**config.mk**
```make
export PLATFORM = sky130hd
export DESIGN_NAME = conv2_sched
export DESIGN_NICKNAME = d
export VERILOG_FILES = /design/src/rtl/conv2_sched.sv
export SDC_FILE = /design/constraint.sdc
export NUM_CORES = 1
export LEC_CHECK = 0
export ABC_AREA = 1
export BUFFER_PORTS_ARGS = -buffer_cell sky130_fd_sc_hd__buf_2
export CORE_UTILIZATION = 40
export CTS_CLUSTER_SIZE = 8
export DETAILED_ROUTE_END_ITERATION = 7
export GPL_TIMING_DRIVEN = 0
export PLACE_DENSITY = 0.61
export SYNTH_ARGS = -nofsm -noshare
export SYNTH_HDL_FRONTEND = slang
export SYNTH_SLANG_ARGS = --single-unit
```
**constraint.sdc**
```tcl
create_clock -name clk -period 1.7 [get_ports clk]
set_clock_uncertainty 0.15 [all_clocks]
set_input_delay 0.34 -clock clk [delete_from_list [all_inputs] [get_ports clk]]
set_output_delay 0.34 -clock clk [all_outputs]
set_load 0.005 [all_outputs]
```
**src/rtl/conv2_sched.sv**
```systemverilog
// conv2_sched: sequencing controller for the 5x5x6 -> 16 convolution layer.
// Accepts raster-ordered pixels (all input channels at once), detects when a
// full KxK window is resident, then stalls the input while it issues
// OUT_CH*IN_CH MAC steps. Each accumulation's final result is tagged with its
// output channel and window position after MAC_LAT cycles.
//
// Ports:
//   clk, rst        clock, synchronous active-high reset
//   s_valid/s_ready pixel handshake; pix_we marks an accepted pixel
//   mac_en          MAC issue this cycle
//   in_ch_sel       input channel of the issue
//   w_addr          weight ROM address, out_ch*IN_CH + in_ch
//   acc_clr         first issue of an accumulation
//   acc_last        last issue of an accumulation
//   out_valid       accumulator result final this cycle
//   out_ch/out_row/out_col  tag of the out_valid result
//   frame_done      coincides with the last out_valid of a frame
//   busy            computing or draining
module conv2_sched #(
    parameter int unsigned IMG_W   = 12,
    parameter int unsigned IMG_H   = 12,
    parameter int unsigned K       = 5,
    parameter int unsigned IN_CH   = 6,
    parameter int unsigned OUT_CH  = 16,
    parameter int unsigned MAC_LAT = 3
) (
    input  logic       clk,
    input  logic       rst,
    input  logic       s_valid,
    output logic       s_ready,
    output logic       pix_we,
    output logic       mac_en,
    output logic [2:0] in_ch_sel,
    output logic [6:0] w_addr,
    output logic       acc_clr,
    output logic       acc_last,
    output logic       out_valid,
    output logic [3:0] out_ch,
    output logic [2:0] out_row,
    output logic [2:0] out_col,
    output logic       frame_done,
    output logic       busy
);

    localparam int unsigned ColW = $clog2(IMG_W);
    localparam int unsigned RowW = $clog2(IMG_H);
    localparam int unsigned DrW  = $clog2(MAC_LAT + 1);

    localparam logic [ColW-1:0] ColLast    = ColW'(IMG_W - 1);
    localparam logic [RowW-1:0] RowLast    = RowW'(IMG_H - 1);
    localparam logic [ColW-1:0] ColK1      = ColW'(K - 1);
    localparam logic [RowW-1:0] RowK1      = RowW'(K - 1);
    localparam logic [2:0]      InChLast   = 3'(IN_CH - 1);
    localparam logic [3:0]      OutChLast  = 4'(OUT_CH - 1);
    localparam logic [2:0]      WinRowLast = 3'(IMG_H - K);
    localparam logic [2:0]      WinColLast = 3'(IMG_W - K);
    localparam logic [DrW-1:0]  DrLast     = DrW'(MAC_LAT - 1);

    typedef enum logic [1:0] {StFill, StCompute, StDrain} state_e;

    typedef struct packed {
        logic       vld;
        logic [3:0] ch;
        logic [2:0] row;
        logic [2:0] col;
        logic       lof;
    } tag_t;

    state_e          state_q, state_d;
    logic [ColW-1:0] col_q, col_d;
    logic [RowW-1:0] row_q, row_d;
    logic [2:0]      win_row_q, win_row_d;
    logic [2:0]      win_col_q, win_col_d;
    logic [2:0]      in_ch_q, in_ch_d;
    logic [3:0]      out_ch_q, out_ch_d;
    logic [6:0]      w_addr_q, w_addr_d;
    logic [DrW-1:0]  drain_q, drain_d;
    tag_t            dl_q [MAC_LAT];
    tag_t            tag_in;
    logic            last_win;

    assign last_win = (win_row_q == WinRowLast) && (win_col_q == WinColLast);

    always_comb begin
        state_d   = state_q;
        col_d     = col_q;
        row_d     = row_q;
        win_row_d = win_row_q;
        win_col_d = win_col_q;
        in_ch_d   = in_ch_q;
        out_ch_d  = out_ch_q;
        w_addr_d  = w_addr_q;
        drain_d   = drain_q;
        unique case (state_q)
            StFill: begin
                if (s_valid) begin
                    if (col_q == ColLast) begin
                        col_d = '0;
                        row_d = (row_q == RowLast) ? '0 : row_q + 1'b1;
                    end else begin
                        col_d = col_q + 1'b1;
                    end
                    // This pixel completes the window whose bottom-right corner it is.
                    if (row_q >= RowK1 && col_q >= ColK1) begin
                        state_d   = StCompute;
                        win_row_d = 3'(row_q - RowK1);
                        win_col_d = 3'(col_q - ColK1);
                        in_ch_d   = '0;
                        out_ch_d  = '0;
                        w_addr_d  = '0;
                    end
                end
            end
            StCompute: begin
                w_addr_d = w_addr_q + 7'd1;
                if (in_ch_q == InChLast) begin
                    in_ch_d = '0;
                    if (out_ch_q == OutChLast) begin
                        out_ch_d = '0;
                        w_addr_d = '0;
                        if (last_win) begin
                            state_d = StDrain;
                            drain_d = '0;
                        end else begin
                            state_d = StFill;
                        end
                    end else begin
                        out_ch_d = out_ch_q + 4'd1;
                    end
                end else begin
                    in_ch_d = in_ch_q + 3'd1;
                end
            end
            StDrain: begin
                if (drain_q == DrLast) begin
                    state_d = StFill;
                    col_d   = '0;
                    row_d   = '0;
                    drain_d = '0;
                end else begin
                    drain_d = drain_q + 1'b1;
                end
            end
            default: state_d = StFill;
        endcase
    end

    always_ff @(posedge clk) begin
        if (rst) begin
            state_q   <= StFill;
            col_q     <= '0;
            row_q     <= '0;
            win_row_q <= '0;
            win_col_q <= '0;
            in_ch_q   <= '0;
            out_ch_q  <= '0;
            w_addr_q  <= '0;
            drain_q   <= '0;
            for (int i = 0; i < int'(MAC_LAT); i++) begin
                dl_q[i] <= '0;
            end
        end else begin
            state_q   <= state_d;
            col_q     <= col_d;
            row_q     <= row_d;
            win_row_q <= win_row_d;
            win_col_q <= win_col_d;
            in_ch_q   <= in_ch_d;
            out_ch_q  <= out_ch_d;
            w_addr_q  <= w_addr_d;
            drain_q   <= drain_d;
            dl_q[0]   <= tag_in;
            for (int i = 1; i < int'(MAC_LAT); i++) begin
                dl_q[i] <= dl_q[i-1];
            end
        end
    end

    always_comb begin
        s_ready   = (state_q == StFill);
        pix_we    = s_valid && s_ready;
        mac_en    = (state_q == StCompute);
        busy      = (state_q != StFill);
        in_ch_sel = mac_en ? in_ch_q : 3'd0;
        w_addr    = mac_en ? w_addr_q : 7'd0;
        acc_clr   = mac_en && (in_ch_q == 3'd0);
        acc_last  = mac_en && (in_ch_q == InChLast);
        // Tag fields are zeroed on non-final issues so idle delay-line slots stay clean.
        tag_in    = '0;
        if (acc_last) begin
            tag_in.vld = 1'b1;
            tag_in.ch  = out_ch_q;
            tag_in.row = win_row_q;
            tag_in.col = win_col_q;
            tag_in.lof = last_win && (out_ch_q == OutChLast);
        end
        out_valid  = dl_q[MAC_LAT-1].vld;
        out_ch     = dl_q[MAC_LAT-1].ch;
        out_row    = dl_q[MAC_LAT-1].row;
        out_col    = dl_q[MAC_LAT-1].col;
        frame_done = dl_q[MAC_LAT-1].vld && dl_q[MAC_LAT-1].lof;
    end

endmodule
```
Word level (Yosys, flattened, before mapping)
Memory sizes are Yosys's and may differ from the RTL's.
Index checks and enable logic that the tools add are counted.
- input port bits: 3
- word-level logic and storage cells: 102
- RAM bits: 36
- register bits after elaboration: 32
- output and inout bits: 28
- memories: 1
- memory list (memory ; words ; width ; read ports ; clocked after memory_dff ; write ports ; RTL line ; text):
    dl_q ; 3 ; 12 ; 3 ; 0 ; 3 ; 78 ; tag_t dl_q [MAC_LAT];
- reduce and logical (&&, ||, !) cells: 20
- bitwise logic cells: 3
- mux-type cells: 43
- add/subtract/negate cells: 8
- equal/unequal tests: 16
- order comparisons: 2
- operators with widths (cell ; count):
    2-to-1 mux 12 bit ; 4
    2-to-1 mux 4 bit ; 10
    2-to-1 mux 7 bit ; 5
    case mux 4 bit (2 select lines) ; 3
    2-to-1 mux 2 bit ; 10
    case mux 7 bit (2 select lines) ; 1
    adder 4 x 1 -> 4 bit (second input constant) ; 3
    equality test 4 bit (second input constant) ; 3
    2-to-1 mux 3 bit ; 4
    AND reduction 4 bit ; 3
    inequality test 2 x 1 -> 1 bit (second input constant) ; 5
    equality test 3 bit (second input constant) ; 3
    AND reduction 3 bit ; 3
    >= comparator 4 x 3 -> 1 bit (second input constant) ; 2
    nonzero test 2 bit ; 4
    adder 7 x 1 -> 7 bit (second input constant) ; 1
    logical AND 1 bit ; 7
    case mux 2 bit (3 select lines) ; 1
    case mux 3 bit (2 select lines) ; 1
    subtractor 3 bit (second input constant) ; 2
    AND reduction 5 bit ; 1
    equality test 2 bit (second input constant) ; 2
    inequality test 2 bit (second input constant) ; 2
    case mux 2 bit (2 select lines) ; 1
    other kinds (7) ; 11

Depth between registers and ports, before layout
- depth after elaboration: 6
- depth in mapped cells: 10
- depth with buffers taken out: 10

Worst setup path after synthesis
Ideal clock, no wire load.
- path type: register to output
- start point: register state_q[1]
- end point: output in_ch_sel[0]
- path buffers: 1
- arrival: 1067 ps
- setup slack: 143 ps
- cell stages (with the launch flop): 5
- path through: dfxtp_1 inv_4 nand2_2 clkbuf_1 nor2_1
- cells in the longest elaborated chain, start to end: 2
- RTL lines (what ; RTL line ; text):
    start, declared ; 69 ; state_e state_q, state_d;
    start signal, assigned ; 150 ; state_q <= StFill;
    start signal, assigned ; 163 ; state_q <= state_d;
    equality test 2 x 1 -> 1 bit ; 182 ; mac_en = (state_q == StCompute);
    2-to-1 mux 3 bit ; 184 ; in_ch_sel = mac_en ? in_ch_q : 3'd0;
    end, declared ; 33 ; output logic [2:0] in_ch_sel,
No other way between the ends.

Final worst setup path
- start point: register state_q[1]
- end point: output acc_last
- cells in the longest elaborated chain, start to end: 2
- RTL lines (what ; RTL line ; text):
    equality test 2 x 1 -> 1 bit ; 182 ;
    logical AND 1 bit ; 187 ; acc_last = mac_en && (in_ch_q == InChLast);
    end, declared ; 36 ; output logic acc_last,
No other way between the ends.

==> flow_results.org <==
** Run status
- Outcome :: completed

** Die
- In this run the standard cell core region covers 6794 µm².
- 31 I/O pins were placed.
- Effective utilization at floorplan :: 41.31%
- Chip Height :: 85.76 µm
- The floorplan step defined a die boundary enclosing 7355 µm².
- The floorplan has 30 rows.
- Horizontal die dimension :: 85.76 µm

** Timing
- Minimum setup slack in the final design :: 28.23 ps
- Setup repair after global routing missed its margin :: yes
- Post-route setup TNS :: 0 ps
- The worst path in the final design needs a cycle of 1672 ps, including I/O delays and setup.
- Static timing analysis puts the maximum clock frequency at 598.2 MHz.
- Measured against its own limit, the worst slew margin works out to 60.44%.
- Setup violation total in the final timing report :: 0
- Share of the clock period used by the worst path after layout :: 98.34%
- The total count of max-transition violations in the final report is 0.
- The number of hold-slack violations in the final timing report came to 0.
- Actual slew at the worst max-slew pin :: 593.4 ps

** Placement
- Input and output buffers added on the ports amount to 30.
- The HPWL after detailed placement is 3773 µm.
- At the placement stage, the worst setup path has a slack of -204.1 ps.
- Routability Congestion :: 0.9178
- Number of placed cells counting well taps :: 508
- Post-place instance area :: 3077 µm²

** Synth
- Synthesis produced 382 cells.
- Synthesis produced a netlist with a net count of 389.
- The most used flip-flop cell after synthesis is sky130_fd_sc_hd__dfxtp_1.
- Yosys mapped a number of flops with a built-in enable equal to 0.
- Synth Cell Area :: 2806 µm²
- Total number of yosys warnings :: 0
- Fraction of synthesis flops using an asynchronous set or reset pin :: 0%
- Library cells used by synthesis :: 24
- Summing the sequential cell areas from Yosys gives 48.51% of the chip area.
- Syn Area/Cell :: 7.347 µm²
- The synthesized design contains 68 register bits.

** Routing
- Via Count :: 2,464
- Vias per std cell :: 4.597
- Drt first-iter violations :: 82
- For this run, the detailed router's first-pass iteration total came to 4.
- Wires add up to 5561 µm.
- The count of nets left with antenna violations once routing finished came out at 0.
- Post-route DRC violation count :: 0
- After detailed routing, the average wire length per cell comes to 10.38 µm.

** GRT
- Global-route usage over all layers :: 16.86%
- Summed over all layers, the global routing overflow is 0.
- Largest net degree at the start of global routing :: 14
- The first global-routing pass estimated 9625 µm of wire.
- Number of global-route vias before repair :: 2,208
- Antenna violations before repair :: 0

** Layout
- Once layout is complete, the cells apart from fillers number 536.
- After filler insertion, the fill cell instance count of the layout stands at 672.
- Core occupancy in the finished layout :: 51.49%
- Fin nets :: 442
- Syn-to-layout area delta :: 24.65%
- The repair_antennas step left the layout with diodes totalling 0.
- Summing all non-filler instances in the final layout gives an area of 3498 µm².
- Layout cell share with drive strength beyond 1 :: 24.32%

** Min path
- Hold depth :: 2
- The min-delay analysis places its worst path in the category flop to flop.

** CTS
- CTS sink count :: 68
- Count of hold-fix buffers inserted at cts :: 0
- TritonCTS clock tree :: done
- Clk root buf :: sky130_fd_sc_hd__clkbuf_8
- Post-CTS clock slew at the launch and capture registers of the worst setup and hold paths :: 70 ps
- TritonCTS Buffers :: 9
- Clock latency of the later-clocked register in the worst-skew pair :: 340 ps
- Clk buf depth :: 2
- In this run the number of H-tree levels came out at 3.

** Critical path
- The slowest stage of the critical path belongs to the cell sky130_fd_sc_hd__dfxtp_4.
- Counting both buffers and inverters, the worst setup path holds a total of 3.
- Data required time at the worst endpoint :: 1210 ps
- Traced cell by cell, the critical path runs through inv_8 > nand2_8 > buf_4 > nor2_4 > buf_2.
- Element type at the critical path start :: flop
- Of all nets on the critical path, the largest fanout is 7.
- The number of cells on the worst reg-to-reg path is 8.
- Worst path depth :: 5
- Cell type group with the largest total delay on the critical path :: flip-flops
- Worst Setup Path Type :: flop to output pin
- Peak per-stage delay on the critical path :: 380 ps
- The worst setup path is captured at an output pin.
- Critical Path AT :: 1180 ps

** Pwr
- Max VDD drop :: 0.0005658 V
- Summed over all cells, the static leakage comes to 1.535 nW.
- Areal power density over the cells :: 1030 nW/µm²

** Flow run
- The tool flagged a number of max-cap violations equal to 0.
-- cells in the mapped netlist, types with 2 or more instances --
library cell	instances	area, µm²
sky130_fd_sc_hd__nor2_1	72	270.3
sky130_fd_sc_hd__dfxtp_1	68	1361
sky130_fd_sc_hd__inv_1	66	247.7
sky130_fd_sc_hd__nand2_1	60	225.2
sky130_fd_sc_hd__a21oi_1	26	130.1
sky130_fd_sc_hd__nand3_1	18	90.09
sky130_fd_sc_hd__o21ai_0	15	75.07
sky130_fd_sc_hd__buf_4	10	75.07
sky130_fd_sc_hd__nand4_1	10	62.56
sky130_fd_sc_hd__nand2_2	5	31.28
sky130_fd_sc_hd__clkbuf_1	4	15.01
sky130_fd_sc_hd__ha_1	4	50.05
sky130_fd_sc_hd__inv_2	4	15.01
sky130_fd_sc_hd__nor2_4	4	45.04
sky130_fd_sc_hd__nor3_1	3	15.01
sky130_fd_sc_hd__o211ai_1	3	22.52
sky130_fd_sc_hd__nand2_4	2	22.52
sky130_fd_sc_hd__nor2_2	2	12.51
-- cell usage in the layout (no fill, tap or decap) --
cell	instances
sky130_fd_sc_hd__a21oi_1	26
sky130_fd_sc_hd__a31oi_1	1
sky130_fd_sc_hd__buf_1	1
sky130_fd_sc_hd__buf_2	31
sky130_fd_sc_hd__buf_4	21
sky130_fd_sc_hd__buf_8	2
sky130_fd_sc_hd__bufinv_16	2
sky130_fd_sc_hd__clkbuf_1	3
sky130_fd_sc_hd__clkbuf_8	9
sky130_fd_sc_hd__clkinv_2	1
sky130_fd_sc_hd__clkinv_4	2
sky130_fd_sc_hd__clkinvlp_4	1
sky130_fd_sc_hd__dfxtp_1	61
sky130_fd_sc_hd__dfxtp_2	5
sky130_fd_sc_hd__dfxtp_4	2
sky130_fd_sc_hd__ha_1	3
sky130_fd_sc_hd__ha_2	1
sky130_fd_sc_hd__inv_1	64
sky130_fd_sc_hd__inv_2	6
sky130_fd_sc_hd__inv_6	1
sky130_fd_sc_hd__inv_8	1
sky130_fd_sc_hd__nand2_1	60
sky130_fd_sc_hd__nand2_2	3
sky130_fd_sc_hd__nand2_4	3
sky130_fd_sc_hd__nand2_8	1
sky130_fd_sc_hd__nand3_1	16
sky130_fd_sc_hd__nand3_2	2
sky130_fd_sc_hd__nand3_4	1
sky130_fd_sc_hd__nand4_1	10
sky130_fd_sc_hd__nor2_1	67
sky130_fd_sc_hd__nor2_2	3
sky130_fd_sc_hd__nor2_4	8
sky130_fd_sc_hd__nor3_1	3
sky130_fd_sc_hd__o211ai_1	3
sky130_fd_sc_hd__o21ai_0	14
sky130_fd_sc_hd__o21ai_1	1
sky130_fd_sc_hd__o21ai_2	1
-- metrics by stage --
stage          hold slack, ps  power, mW
5_1_grt                 268.8      3.790
6_report                251.0      3.605
2_1_floorplan           238.3      2.000
4_1_cts                 253.4      3.616
3_3_place_gp            240.1      2.092
3_5_place_dp            242.8      2.101
-- final timing paths --
path,start,endpoint,slack [ps]
max,state_q[1],acc_last,30
min,dl_q[0][15],dl_q[0][27],250
max reg2reg,out_ch_q[0],state_q[1],110
min reg2reg,dl_q[0][15],dl_q[0][27],250
-- flip-flops by register name, indices dropped and copies added, names as in the netlist --
name	flops
col_q	4
out_ch_q	4
win_row_q	3
row_q	4
w_addr_q	7
win_col_q	3
state_q	2
dl_q	36
in_ch_q	3
drain_q	2
-- layer usage --
| metal | GRT usage (%) | vias up | wire length [µm] |
|---|---|---|---|
| met5 | 0 | - | 0 |
| li1 | - | 1281 | - |
| met2 | 28.22 | 50 | 2622 |
| met1 | 20.22 | 1121 | 2606 |
| met3 | 6.160 | 12 | 225 |
| met4 | 5.303 | 0 | 107 |
-- cell type report --
cell class,instances,area (µm²),share of cell area [%]
Multi-Input combinational cell,227,1149,32.83
Clock inverter,7,98.84,2.825
Inverter,71,274.0,7.833
Timing Repair Buffer,42,247.7,7.082
Sequential cell,68,1375,39.31
Tap cell,96,120.1,3.433
Clock buffer,9,123.9,3.541
Buffer,16,110.1,3.147
-- cell families (layout without fill, tap and decap cells) --
kind of cell / after synthesis / count (layout) / share of synthesized area (%)
and+or+nand+nor: 177 / 177 / 27.95
buffers and inverters: 87 / 145 / 13.11
DFF: 68 / 68 / 48.51
AOI/OAI and AO/OA: 46 / 46 / 8.649
adders and majority gates: 4 / 4 / 1.783
-- worst min-delay path: stages, from the launching register on --
cell and delay (ps):
sky130_fd_sc_hd__dfxtp_1 300, sky130_fd_sc_hd__inv_1 40, sky130_fd_sc_hd__nor2_1 30
-- report_power, final --
part / leakage, nW / internal [mW] / switching (mW)
combinational: 0.873 / 0.151 / 0.259
sequential: 0.552 / 1.65 / 0.0737
clock: 0.110 / 0.832 / 0.636
total: 1.53 / 2.64 / 0.969
-- what timing repair did --
action / 4_1_cts / 5_1_grt
resized for setup: 21 / 15
pin swaps: 1 / 3
setup buffers: 5 / 6
endpoints found under the setup margin: 18 / 21
gates cloned: 1 / 0
Power figures use the tool's default switching activity.
